--- src/rtl/pipe_ctrl_pkg.sv ---
`default_nettype none
// ============================================================================
// Module   : pipe_ctrl_pkg
// Purpose  : Shared definitions for the ID-stage pipeline controller: FSM
//            state encoding and the hard-wired zero register index.
// Ports    : none (package)
// Revision : 1.0 - initial release
// ============================================================================
package pipe_ctrl_pkg;

  localparam logic S_RUN      = 1'b0;
  localparam logic S_MUL_WAIT = 1'b1;

  localparam logic [4:0] REG_ZERO = 5'd0;

  typedef enum logic {
    ST_RUN      = S_RUN,
    ST_MUL_WAIT = S_MUL_WAIT
  } state_e;

endpackage : pipe_ctrl_pkg
`default_nettype wire

--- src/rtl/hazard_stall_ctrl_sat_counter.sv ---
`default_nettype none
// ============================================================================
// Module   : sat_counter
// Purpose  : Up-counter that sticks at all-ones instead of wrapping.
// Ports    : clk   - rising-edge clock
//            rst   - synchronous active-high reset (clears count)
//            inc_i - increment request for this cycle
//            cnt_o - current count, CNT_W bits
// Revision : 1.0 - initial release
// ============================================================================
module sat_counter #(
  parameter int CNT_W = 16
) (
  input  logic             clk,
  input  logic             rst,
  input  logic             inc_i,
  output logic [CNT_W-1:0] cnt_o
);

  logic [CNT_W-1:0] cnt_q;

  always_ff @(posedge clk) begin
    if (rst) begin
      cnt_q <= '0;
    end else if (inc_i && !(&cnt_q)) begin
      cnt_q <= cnt_q + 1'b1;
    end
  end

  assign cnt_o = cnt_q;

endmodule : sat_counter
`default_nettype wire

--- src/rtl/hazard_stall_ctrl.sv ---
`default_nettype none
// ============================================================================
// Module   : hazard_stall_ctrl
// Purpose  : ID-stage controller for the IF/ID and ID/EX pipeline registers.
//            Handles load-use stalls, multi-cycle multiply waits and
//            taken-branch flushes. Outputs are combinational from the FSM
//            state and the current inputs.
// Config   : HAZARD_PERF_CNT_EN - when defined, StallCnt/FlushCnt are live
//            saturating counters; otherwise both are tied to zero.
// Ports    : clk, rst            - clock, synchronous active-high reset
//            IF_ID_RsAddr/RtAddr - source fields of the instruction in ID
//            ID_EX_RtAddr        - destination of the instruction in EX
//            ID_EX_MemRead       - instruction in EX is a load
//            ID_IsMul            - instruction in ID is a multiply
//            EX_BranchTaken      - branch in EX resolved taken
//            PCWrite, IF_ID_Write, IF_ID_Flush, ID_EX_Bubble - pipe controls
//            MulBusy             - FSM is waiting on a multiply
//            StallCnt, FlushCnt  - performance counters
// Revision : 1.0 - initial release
// ============================================================================
module hazard_stall_ctrl
  import pipe_ctrl_pkg::*;
#(
  parameter int MUL_LATENCY = 4,
  parameter int CNT_W       = 16
) (
  input  logic             clk,
  input  logic             rst,
  input  logic [4:0]       IF_ID_RsAddr,
  input  logic [4:0]       IF_ID_RtAddr,
  input  logic [4:0]       ID_EX_RtAddr,
  input  logic             ID_EX_MemRead,
  input  logic             ID_IsMul,
  input  logic             EX_BranchTaken,
  output logic             PCWrite,
  output logic             IF_ID_Write,
  output logic             IF_ID_Flush,
  output logic             ID_EX_Bubble,
  output logic             MulBusy,
  output logic [CNT_W-1:0] StallCnt,
  output logic [CNT_W-1:0] FlushCnt
);

  localparam int               MCNT_W    = $clog2(MUL_LATENCY);
  // The issue cycle is free, so the wait state covers MUL_LATENCY-1 cycles,
  // counting down to and including zero.
  localparam logic [MCNT_W-1:0] MCNT_INIT = MCNT_W'(MUL_LATENCY - 2);

  state_e            state_q, state_d;
  logic [MCNT_W-1:0] mcnt_q, mcnt_d;
  logic              w_lu;

  // Load-use: a load to a real register feeding either ID source operand.
  assign w_lu = ID_EX_MemRead && (ID_EX_RtAddr != REG_ZERO) &&
                ((ID_EX_RtAddr == IF_ID_RsAddr) || (ID_EX_RtAddr == IF_ID_RtAddr));

  always_ff @(posedge clk) begin
    if (rst) begin
      state_q <= ST_RUN;
      mcnt_q  <= '0;
    end else begin
      state_q <= state_d;
      mcnt_q  <= mcnt_d;
    end
  end

  always_comb begin
    PCWrite      = 1'b1;
    IF_ID_Write  = 1'b1;
    IF_ID_Flush  = 1'b0;
    ID_EX_Bubble = 1'b0;
    MulBusy      = 1'b0;
    state_d      = state_q;
    mcnt_d       = mcnt_q;

    if (rst) begin
      PCWrite      = 1'b0;
      IF_ID_Write  = 1'b0;
      IF_ID_Flush  = 1'b1;
      ID_EX_Bubble = 1'b1;
      state_d      = ST_RUN;
      mcnt_d       = '0;
    end else if (EX_BranchTaken) begin
      // Redirect: fetch proceeds from the target, everything younger is
      // squashed, including a multiply sitting in ID.
      IF_ID_Flush  = 1'b1;
      ID_EX_Bubble = 1'b1;
      state_d      = ST_RUN;
      mcnt_d       = '0;
    end else if (state_q == ST_MUL_WAIT) begin
      // Load-use is not checked here: EX only holds bubbles during the wait.
      PCWrite      = 1'b0;
      IF_ID_Write  = 1'b0;
      ID_EX_Bubble = 1'b1;
      MulBusy      = 1'b1;
      if (mcnt_q == '0) begin
        state_d = ST_RUN;
      end else begin
        mcnt_d = mcnt_q - 1'b1;
      end
    end else if (w_lu) begin
      PCWrite      = 1'b0;
      IF_ID_Write  = 1'b0;
      ID_EX_Bubble = 1'b1;
    end else if (ID_IsMul) begin
      state_d = ST_MUL_WAIT;
      mcnt_d  = MCNT_INIT;
    end
  end

`ifdef HAZARD_PERF_CNT_EN
  logic w_stall_inc;

  assign w_stall_inc = !rst && !PCWrite;

  sat_counter #(.CNT_W(CNT_W)) u_stall_cnt (
    .clk   (clk),
    .rst   (rst),
    .inc_i (w_stall_inc),
    .cnt_o (StallCnt)
  );

  sat_counter #(.CNT_W(CNT_W)) u_flush_cnt (
    .clk   (clk),
    .rst   (rst),
    .inc_i (EX_BranchTaken),
    .cnt_o (FlushCnt)
  );
`else
  assign StallCnt = '0;
  assign FlushCnt = '0;
`endif

endmodule : hazard_stall_ctrl
`default_nettype wire

--- config.mk ---
export PLATFORM = sky130hd
export DESIGN_NAME = hazard_stall_ctrl
export DESIGN_NICKNAME = d
export VERILOG_FILES = /design/src/rtl/pipe_ctrl_pkg.sv /design/src/rtl/hazard_stall_ctrl_sat_counter.sv /design/src/rtl/hazard_stall_ctrl.sv
export SDC_FILE = /design/constraint.sdc
export NUM_CORES = 1
export LEC_CHECK = 0
export ABC_AREA = 1
export BUFFER_PORTS_ARGS = -buffer_cell sky130_fd_sc_hd__buf_2
export CAP_MARGIN = 20
export CORE_AREA = 8 8 51 53
export CTS_CLUSTER_SIZE = 28
export DETAILED_ROUTE_END_ITERATION = 10
export DIE_AREA = 0 0 59 61
export PLACE_DENSITY_LB_ADDON = 0.25
export SYNTH_ARGS = -nofsm -noshare
export SYNTH_HDL_FRONTEND = slang
export SYNTH_SLANG_ARGS = --single-unit
--- constraint.sdc ---
create_clock -name clk -period 1.7 [get_ports clk]
set_clock_uncertainty 0.2 [all_clocks]
set_input_delay 0.34 -clock clk [delete_from_list [all_inputs] [get_ports clk]]
set_output_delay 0.34 -clock clk [all_outputs]
set_load 0.02 [all_outputs]
==> Implementation_results.wiki, run 1 <==
{| class="wikitable"
! Metric !! Value
|-
| Cell at the slowest stage of the critical path || sky130_fd_sc_hd__a21oi_4
|-
| Number of placed instances, taps included || between 150 and 200
|-
| Die Outline Area || 3600 um^2
|-
| CTS Root Buffer Type || sky130_fd_sc_hd__clkbuf_4
|-
| Final routed wire length divided by cell count || ~9.5 um
|-
| Post-synth EDFFs || 0
|-
| Data arrival time of the critical path || 1.21 ns
|-
| Count of synthesis-stage warnings from yosys || 0
|-
| Via count of the first global-routing pass || 615
|-
| Die width || 59 um
|-
| Share of total power in combinational logic || 0.508
|-
| Largest cells by area after synthesis || sky130_fd_sc_hd__buf_4, sky130_fd_sc_hd__nand2_1, sky130_fd_sc_hd__dfxtp_1
|-
| Buffers & Inverters on Critical Path || 3
|-
| Area after DPL || 681 um^2
|-
| Starting utilization of the core area || 0.343
|-
| Critical register-to-register path startpoint || mcnt_q[0]
|-
| Area added between synthesis and finish || 29.9%
|-
| Non-Filler Cell Area, Final || 821 um^2
|-
| Count of final setup violators || 3
|-
| Most instantiated cells after synthesis || sky130_fd_sc_hd__buf_4, sky130_fd_sc_hd__nand2_1, sky130_fd_sc_hd__inv_1, sky130_fd_sc_hd__nor2_1
|-
| Worst Path Required || 1.16 ns
|-
| DRT Pass-1 Iters || 4
|-
| End of the worst register-to-register path || mcnt_q[1]
|-
| Total routing resource utilization after global routing || 0.0794
|-
| Post-synth top area share || 0.392
|-
| Count of routing violations after the opening detailed-route iteration || 7
|-
| Residual DRC count || 0
|-
| Critical Path End Type || output pin
|-
| Max Buffers Root-to-Sink || 2
|-
| Post-CTS setup repair buffer count || 0
|-
| Via density per instance || 3.56
|-
| Worst voltage drop across the vdd grid || 0.202 mV
|-
| Worst path cell trace || buf_6, inv_4, nand2_2, nand2_1, nor2_2, nand3_1, nand2_1, nand2_2, a21oi_4, nor2_4, buf_6
|-
| Total clock buffers created by CTS || 3
|-
| Worst R2R Setup Slack || 0.38 ns
|-
| Vertical die dimension || 61 um
|-
| Crit path capture || IF_ID_Write
|-
| Stages on worst setup path || 11
|-
| Most frequent cell after synthesis || sky130_fd_sc_hd__buf_4
|-
| Sequential cell area fraction in the yosys report || 0.0950
|-
| HPWL reported at the end of detailed placement || 1.30 mm
|-
| Top Ports || 57
|-
| Hold Path Class || in -> reg
|-
| Antenna Cells || 0
|-
| Yosys cell types || 16
|-
| Int Power || 0.230 mW
|-
| WHS || 0.211 ns
|-
| Crit share post-route || 1.03
|-
| Port buffer count || 24
|-
| Register share of total power || 0.186
|-
| Worst R2R Path Depth || 8
|-
| Skew-Pair Late Insertion Delay || 0.23 ns
|-
| ANT nets after route || 0
|-
| Maximum fanout count along the critical path || 3
|-
| Min setup slack post-route || -0.0546 ns
|-
| Fmax || 0.570 GHz
|-
| Outcome || finished with violations
|-
| Yosys reg bits || 3
|-
| Highest cell delay on the worst timing path || roughly 0.14 ns
|-
| TritonCTS clock tree || yes
|-
| Post-Route WL || 1.57 mm
|-
| Setup TNS Final || -0.148 ns
|-
| Number of hold buffers added after CTS || 0
|-
| Number of instances in the synthesized netlist || between 100 and 150
|-
| Pin count of the biggest net entering global routing || 6
|-
| H-tree Lvls || 1
|-
| Clock Sinks || 3
|-
| Tot Pwr || 0.397 mW
|-
| Primary flip-flop cell chosen by synthesis mapping || sky130_fd_sc_hd__dfxtp_1
|-
| Global route total overflow || 0
|-
| Synthesized cell area || 632 um^2
|-
| Switching part of the total || 0.419
|-
| PwrDens || approximately 480 nW/um^2
|-
| FFs w/ async S/R, synth || 0
|-
| Failing checks || negative setup slack
|-
| Clock transition at path regs || 0.03 ns
|-
| Cell type with the largest total area after synthesis || sky130_fd_sc_hd__buf_4
|-
| Mapped Avg Cell Area || approximately 5.8 um^2
|-
| Number of core rows || 16
|-
| Post-route non-filler standard cell count || approximately 160
|-
| Fraction of layout cells with a size suffix above 1 || 0.350
|-
| DR vias || 584
|-
| Gate family responsible for the most delay along the worst path || simple AND/OR/NAND/NOR gates
|-
| Net switching component of the power || 0.166 mW
|-
| Final hold vios || 0
|-
| Category of the worst setup path launch point || input port
|-
| Min Tclk post-route || 1.75 ns
|-
| First-pass GRT wire length || 2.28 mm
|-
| Core Box Area || 1840 um^2
|-
| Number of antenna violations at the first check in global routing || 0
|-
| CP startpoint || ID_EX_RtAddr[2]
|-
| Leak || 0.497 nW
|-
| Category of the critical setup timing path || in -> out
|-
| Max_cap viols || 0
|-
| RSZ-0062 raised after global routing || yes
|-
| Number of nets at the end of the flow || 159
|-
| Final Wtd Congestion || slightly below 0.7
|-
| Clock Power Share || 0.305
|-
| Final Max Slew Viols || 0
|}
==> placed cells by master, fill, tap and decap left out, drive strengths merged <==
master | netlist | routed
nand3 | 5 | 5
nor2 | 10 | 10
dfxtp | 3 | 3
xnor2 | 2 | 2
ha | 1 | 1
o21ai | 2 | 2
nand2 | 28 | 28
nand4 | 1 | 1
buf | 33 | 26
inv | 20 | 20
conb | 1 | 32
a21oi | 3 | 3
clkbuf | 0 | 4
==> logic make-up (layout without fill, tap and decap cells) <==
group / count (synthesis) / in the layout / synth area share
adders and majority gates: 1 / 1 / 0.0198
and+or+nand+nor: 44 / 44 / 0.295
AOI/OAI and AO/OA: 5 / 5 / 0.0455
DFF: 3 / 3 / 0.0951
buffers and inverters: 53 / 50 / 0.511
xor gates and xnor gates: 2 / 2 / 0.0277
other: 1 / 32 / 0.00593
==> per-layer routing <==
metal / wire (um) / track usage / up-vias
met5: 0 / 0 / -
met4: 0 / 0.0410 / 0
met3: 131 / 0.0254 / 0
met2: 825 / 0.151 / 33
met1: 609 / 0.0745 / 242
li1: - / - / 309
==> metrics by stage <==
step,setup slack (ns),util
CTS,-0.0761,0.422
detailed placement,-0.139,0.370
finish,-0.0546,0.446
global placement,-0.119,0.370
floorplan,0.0425,-
global route,-0.191,0.446
==> power by group through the flow <==
stage | Sequential, mW | Clock, mW | Combinational [mW]
floorplan | 0.0748 | 0 | 0.181
global placement | 0.0749 | 0 | 0.165
detailed placement | 0.0749 | 0 | 0.167
CTS | 0.0738 | 0.129 | 0.186
global route | 0.0740 | 0.132 | 0.220
finish | 0.0739 | 0.121 | 0.202
==> cell type report <==
type	count	area (um^2)
fill	215	1020
clock buffer	4	26.3
timing repair buffer	26	214
multi-input combinational	84	404
sequential	3	60.1
inverter	20	82.6
tap	27	33.8
==> what timing repair did <==
action / in CTS / in global routing
cloned: 0 / 0
setup endpoints to repair: 3 / 3
pin swaps: 13 / 13
gates resized for setup: 16 / 13
==> worst min path at each step <==
stage              start   endpoint  slack [ns]  cells after the start
3_5_place_dp   mcnt_q[0]  mcnt_q[0]        0.27                      1
4_1_cts         ID_IsMul    state_q        0.21                      3
6_report        ID_IsMul    state_q        0.21                      3
3_3_place_gp   mcnt_q[0]  mcnt_q[0]        0.25                      1
5_1_grt         ID_IsMul    state_q        0.22                      3
2_1_floorplan  mcnt_q[0]  mcnt_q[0]        0.24                      1
==> worst min-delay path, stage by stage <==
cell	delay (ns)
sky130_fd_sc_hd__buf_2	0.10
sky130_fd_sc_hd__nand3_2	0.09
sky130_fd_sc_hd__a21oi_1	0.06
==> flip-flops by register name, summed over array words and instances (netlist names) <==
name / count
state_q: 1
mcnt_q: 2
Power figures use the tool's default switching activity.
==> run 2, diff against run 1 <==
- ABC_AREA: 1 -> not set
- CORE_AREA: 8 8 51 53 -> 8 8 50 52
- DIE_AREA: 0 0 59 61 -> 0 0 58 60
- GPL_TIMING_DRIVEN: not set -> 1
==> run 2 against run 1 <==
Net effect: the flow still finishes with violations (negative setup slack); sequential power grew 2.8%; worst hold slack better by 0.044 ns; critical path depth shrank 5.
==> Implementation_results.wiki, run 2 <==
{| class="wikitable"
! Metric !! Value
|-
| Outcome || finished with violations
|-
| Failing checks || negative setup slack
|-
| Stages on worst setup path || 6
|-
| Biggest regs || mcnt_q (2), state_q (1)
|-
| Register name with the most flops || mcnt_q
|-
| Yosys reg bits || 3
|-
| First-pass GRT wire length || 1.90 mm
|-
| Crit share post-route || 1.29
|-
| Category of the critical setup timing path || in -> out
|-
| Most frequent cell after synthesis || sky130_fd_sc_hd__buf_4
|-
| Largest register FFs || 2
|-
| Cell at the slowest stage of the critical path || sky130_fd_sc_hd__or4_4
|-
| Largest cells by area after synthesis || sky130_fd_sc_hd__buf_4, sky130_fd_sc_hd__xor2_1, sky130_fd_sc_hd__dfxtp_1
|-
| Core Box Area || 1800 um^2
|-
| End of the worst register-to-register path || mcnt_q[0]
|-
| Post-Route WL || 1.31 mm
|-
| Post-synth top area share || 0.437
|-
| Sequential cell area fraction in the yosys report || 0.106
|-
| Category of the worst setup path launch point || input port
|-
| Most instantiated cells after synthesis || sky130_fd_sc_hd__buf_4, sky130_fd_sc_hd__xor2_1, sky130_fd_sc_hd__nor2_1, sky130_fd_sc_hd__dfxtp_1, sky130_fd_sc_hd__inv_1
|-
| Maximum fanout count along the critical path || 3
|-
| Fraction of layout cells with a size suffix above 1 || 0.367
|-
| Gate family responsible for the most delay along the worst path || simple AND/OR/NAND/NOR gates
|-
| Count of routing violations after the opening detailed-route iteration || 7
|-
| Final hold vios || 0
|-
| Filler cells || 194
|-
| Highest cell delay on the worst timing path || 0.54 ns
|-
| Via density per instance || 3.70
|-
| Number of instances in the synthesized netlist || 75
|-
| Tot Pwr || 0.383 mW
|-
| Number of nets at the end of the flow || 131
|-
| Critical register-to-register path startpoint || mcnt_q[0]
|-
| Worst voltage drop across the vdd grid || about 0.18 mV
|-
| Synthesized cell area || 567 um^2
|-
| Total routing resource utilization after global routing || 0.0698
|-
| Vertical die dimension || 60 um
|-
| Pin count of the biggest net entering global routing || 8
|-
| Data arrival time of the critical path || ~1.7 ns
|-
| FFs w/ async S/R, synth || 0
|-
| RSZ-0062 raised after global routing || yes
|-
| Routed length on met3 || between 100 and 150 um
|-
| Via count of the first global-routing pass || 489
|-
| ANT nets after route || 0
|-
| Max_cap viols || 0
|-
| PwrDens || ~530 nW/um^2
|-
| Final Wtd Congestion || 0.757
|-
| HPWL reported at the end of detailed placement || 1.17 mm
|-
| TritonCTS clock tree || yes
|-
| Fmax || 0.455 GHz
|-
| Area after DPL || 651 um^2
|-
| CP startpoint || ID_EX_RtAddr[1]
|-
| Length of routed met2 wiring || between 600 and 700 um
|-
| Non-Filler Cell Area, Final || 727 um^2
|-
| Cell type with the largest total area after synthesis || sky130_fd_sc_hd__buf_4
|-
| Buffers & Inverters on Critical Path || 2
|-
| Residual DRC count || 0
|-
| Crit path capture || ID_EX_Bubble
|-
| Worst Path Required || 1.16 ns
|-
| DR vias || 470
|-
| Post-synth EDFFs || 0
|-
| Final Max Slew Viols || 0
|-
| Skew-Pair Late Insertion Delay || 0.23 ns
|-
| Port buffer count || 24
|-
| CTS Root Buffer Type || sky130_fd_sc_hd__clkbuf_4
|-
| Starting utilization of the core area || 0.315
|-
| Length of routed wiring on met1 || around 540 um
|-
| Count of synthesis-stage warnings from yosys || 0
|-
| WHS || between 0.2 and 0.3 ns
|-
| Min Tclk post-route || 2.20 ns
|-
| Critical Path End Type || output pin
|-
| Leak || between 0.3 and 0.4 nW
|-
| Number of core rows || 16
|-
| H-tree Lvls || 1
|-
| Hold Crit Depth || 3
|-
| Die Outline Area || 3480 um^2
|-
| Worst R2R Setup Slack || 0.40 ns
|-
| Most used cells in the layout excluding fill and tap cells || sky130_fd_sc_hd__conb_1, sky130_fd_sc_hd__buf_2, sky130_fd_sc_hd__xor2_1, sky130_fd_sc_hd__buf_4, sky130_fd_sc_hd__buf_6
|-
| Post-route non-filler standard cell count || 127
|-
| Mapped Avg Cell Area || ~7.6 um^2
|-
| Worst R2R Path Depth || 5
|-
| Worst slack, placed || -0.514 ns
|-
| Setup TNS Final || -1.34 ns
|-
| Worst path cell trace || buf_6, or4_4, o21ai_4, nor2_4, or3_1, buf_2
|-
| Most common cell after layout, fill and taps aside || sky130_fd_sc_hd__conb_1
|-
| Max Buffers Root-to-Sink || 2
|-
| Global route total overflow || 0
|-
| Highest metal layer used by the detailed router || met3
|-
| Final routed wire length divided by cell count || 10.3 um
|-
| DRT Pass-1 Iters || 3
|-
| Number of antenna violations at the first check in global routing || 0
|-
| Yosys cell types || 23
|-
| Finished Core Util || 0.403
|-
| Clock Sinks || 3
|-
| Min setup slack post-route || -0.500 ns
|-
| Area added between synthesis and finish || 28.3%
|-
| Antenna Cells || 0
|-
| Number of placed instances, taps included || roughly 120
|-
| Hold Path Class || in -> reg
|-
| Total clock buffers created by CTS || 3
|-
| Count of final setup violators || 3
|-
| Clock transition at path regs || 0.03 ns
|-
| Die width || 58 um
|-
| Primary flip-flop cell chosen by synthesis mapping || sky130_fd_sc_hd__dfxtp_1
|-
| Top Ports || between 50 and 60
|}
-- run 2: cell types whose count changed after synthesis, sizes merged, moves of 5 or more --
cell	before	now
nand3	5	0
inv	20	3
nand2	28	2
xor2	0	10
nor2	10	4
-- run 2: final cells by class --
| type | instances | area, um^2 | share of cell area |
|---|---|---|---|
| well taps | 18 | 22.5 | 0.0310 |
| repair buffers | 32 | 205 | 0.282 |
| multi-input cells | 67 | 402 | 0.552 |
| flip-flops and latches | 3 | 60.1 | 0.0826 |
| clock buffers | 4 | 26.3 | 0.0361 |
| inverters | 3 | 11.3 | 0.0155 |
-- run 2: layer usage --
metal / track usage / vias up
li1: - / 244
met1: 0.0774 / 199
met2: 0.108 / 27
met3: 0.0301 / 0
met4: 0.0420 / 0
met5: 0 / -
-- run 2: worst min path at each step --
stage	startpoint	end	slack (ns)
after floorplan	mcnt_q[1]	mcnt_q[1]	0.24
after global placement	mcnt_q[1]	mcnt_q[1]	0.27
after detailed placement	mcnt_q[1]	mcnt_q[1]	0.27
after CTS	ID_IsMul	mcnt_q[0]	0.25
after global routing	ID_IsMul	mcnt_q[0]	0.27
final	ID_IsMul	mcnt_q[0]	0.26
-- run 2: repair_timing --
| item | 4_1_cts | 5_1_grt |
|---|---|---|
| pin swaps | 1 | 1 |
| setup buffers | 0 | 1 |
| endpoints found under the setup margin | 3 | 4 |
| hold endpoints to repair | 0 | 0 |
| resized for setup | 5 | 4 |
| hold buffers | 0 | 0 |
-- run 2: worst min-delay path: cells and delay by family --
family / cells / cell delay [ns]
buf+inv: 1 / 0.11
simple gates: 1 / 0.07
compound gates: 1 / 0.13
-- run 2: where the power goes --
part	leakage, nW	internal (mW)	switching (mW)	total [mW]
Combinational	0.351	0.0653	0.120	0.185
Sequential	0.0245	0.0733	0.00267	0.0760
Clock	0.0150	0.0878	0.0337	0.121
-- run 2: cells by family after synthesis --
logic type	count (synthesis)	synth area share
DFF	3	0.106
other	1	0.00662
xor gates and xnor gates	11	0.170
buffers and inverters	36	0.457
AOI/OAI and AO/OA	7	0.0883
and+or+nand+nor	16	0.150
adders and majority gates	1	0.0221
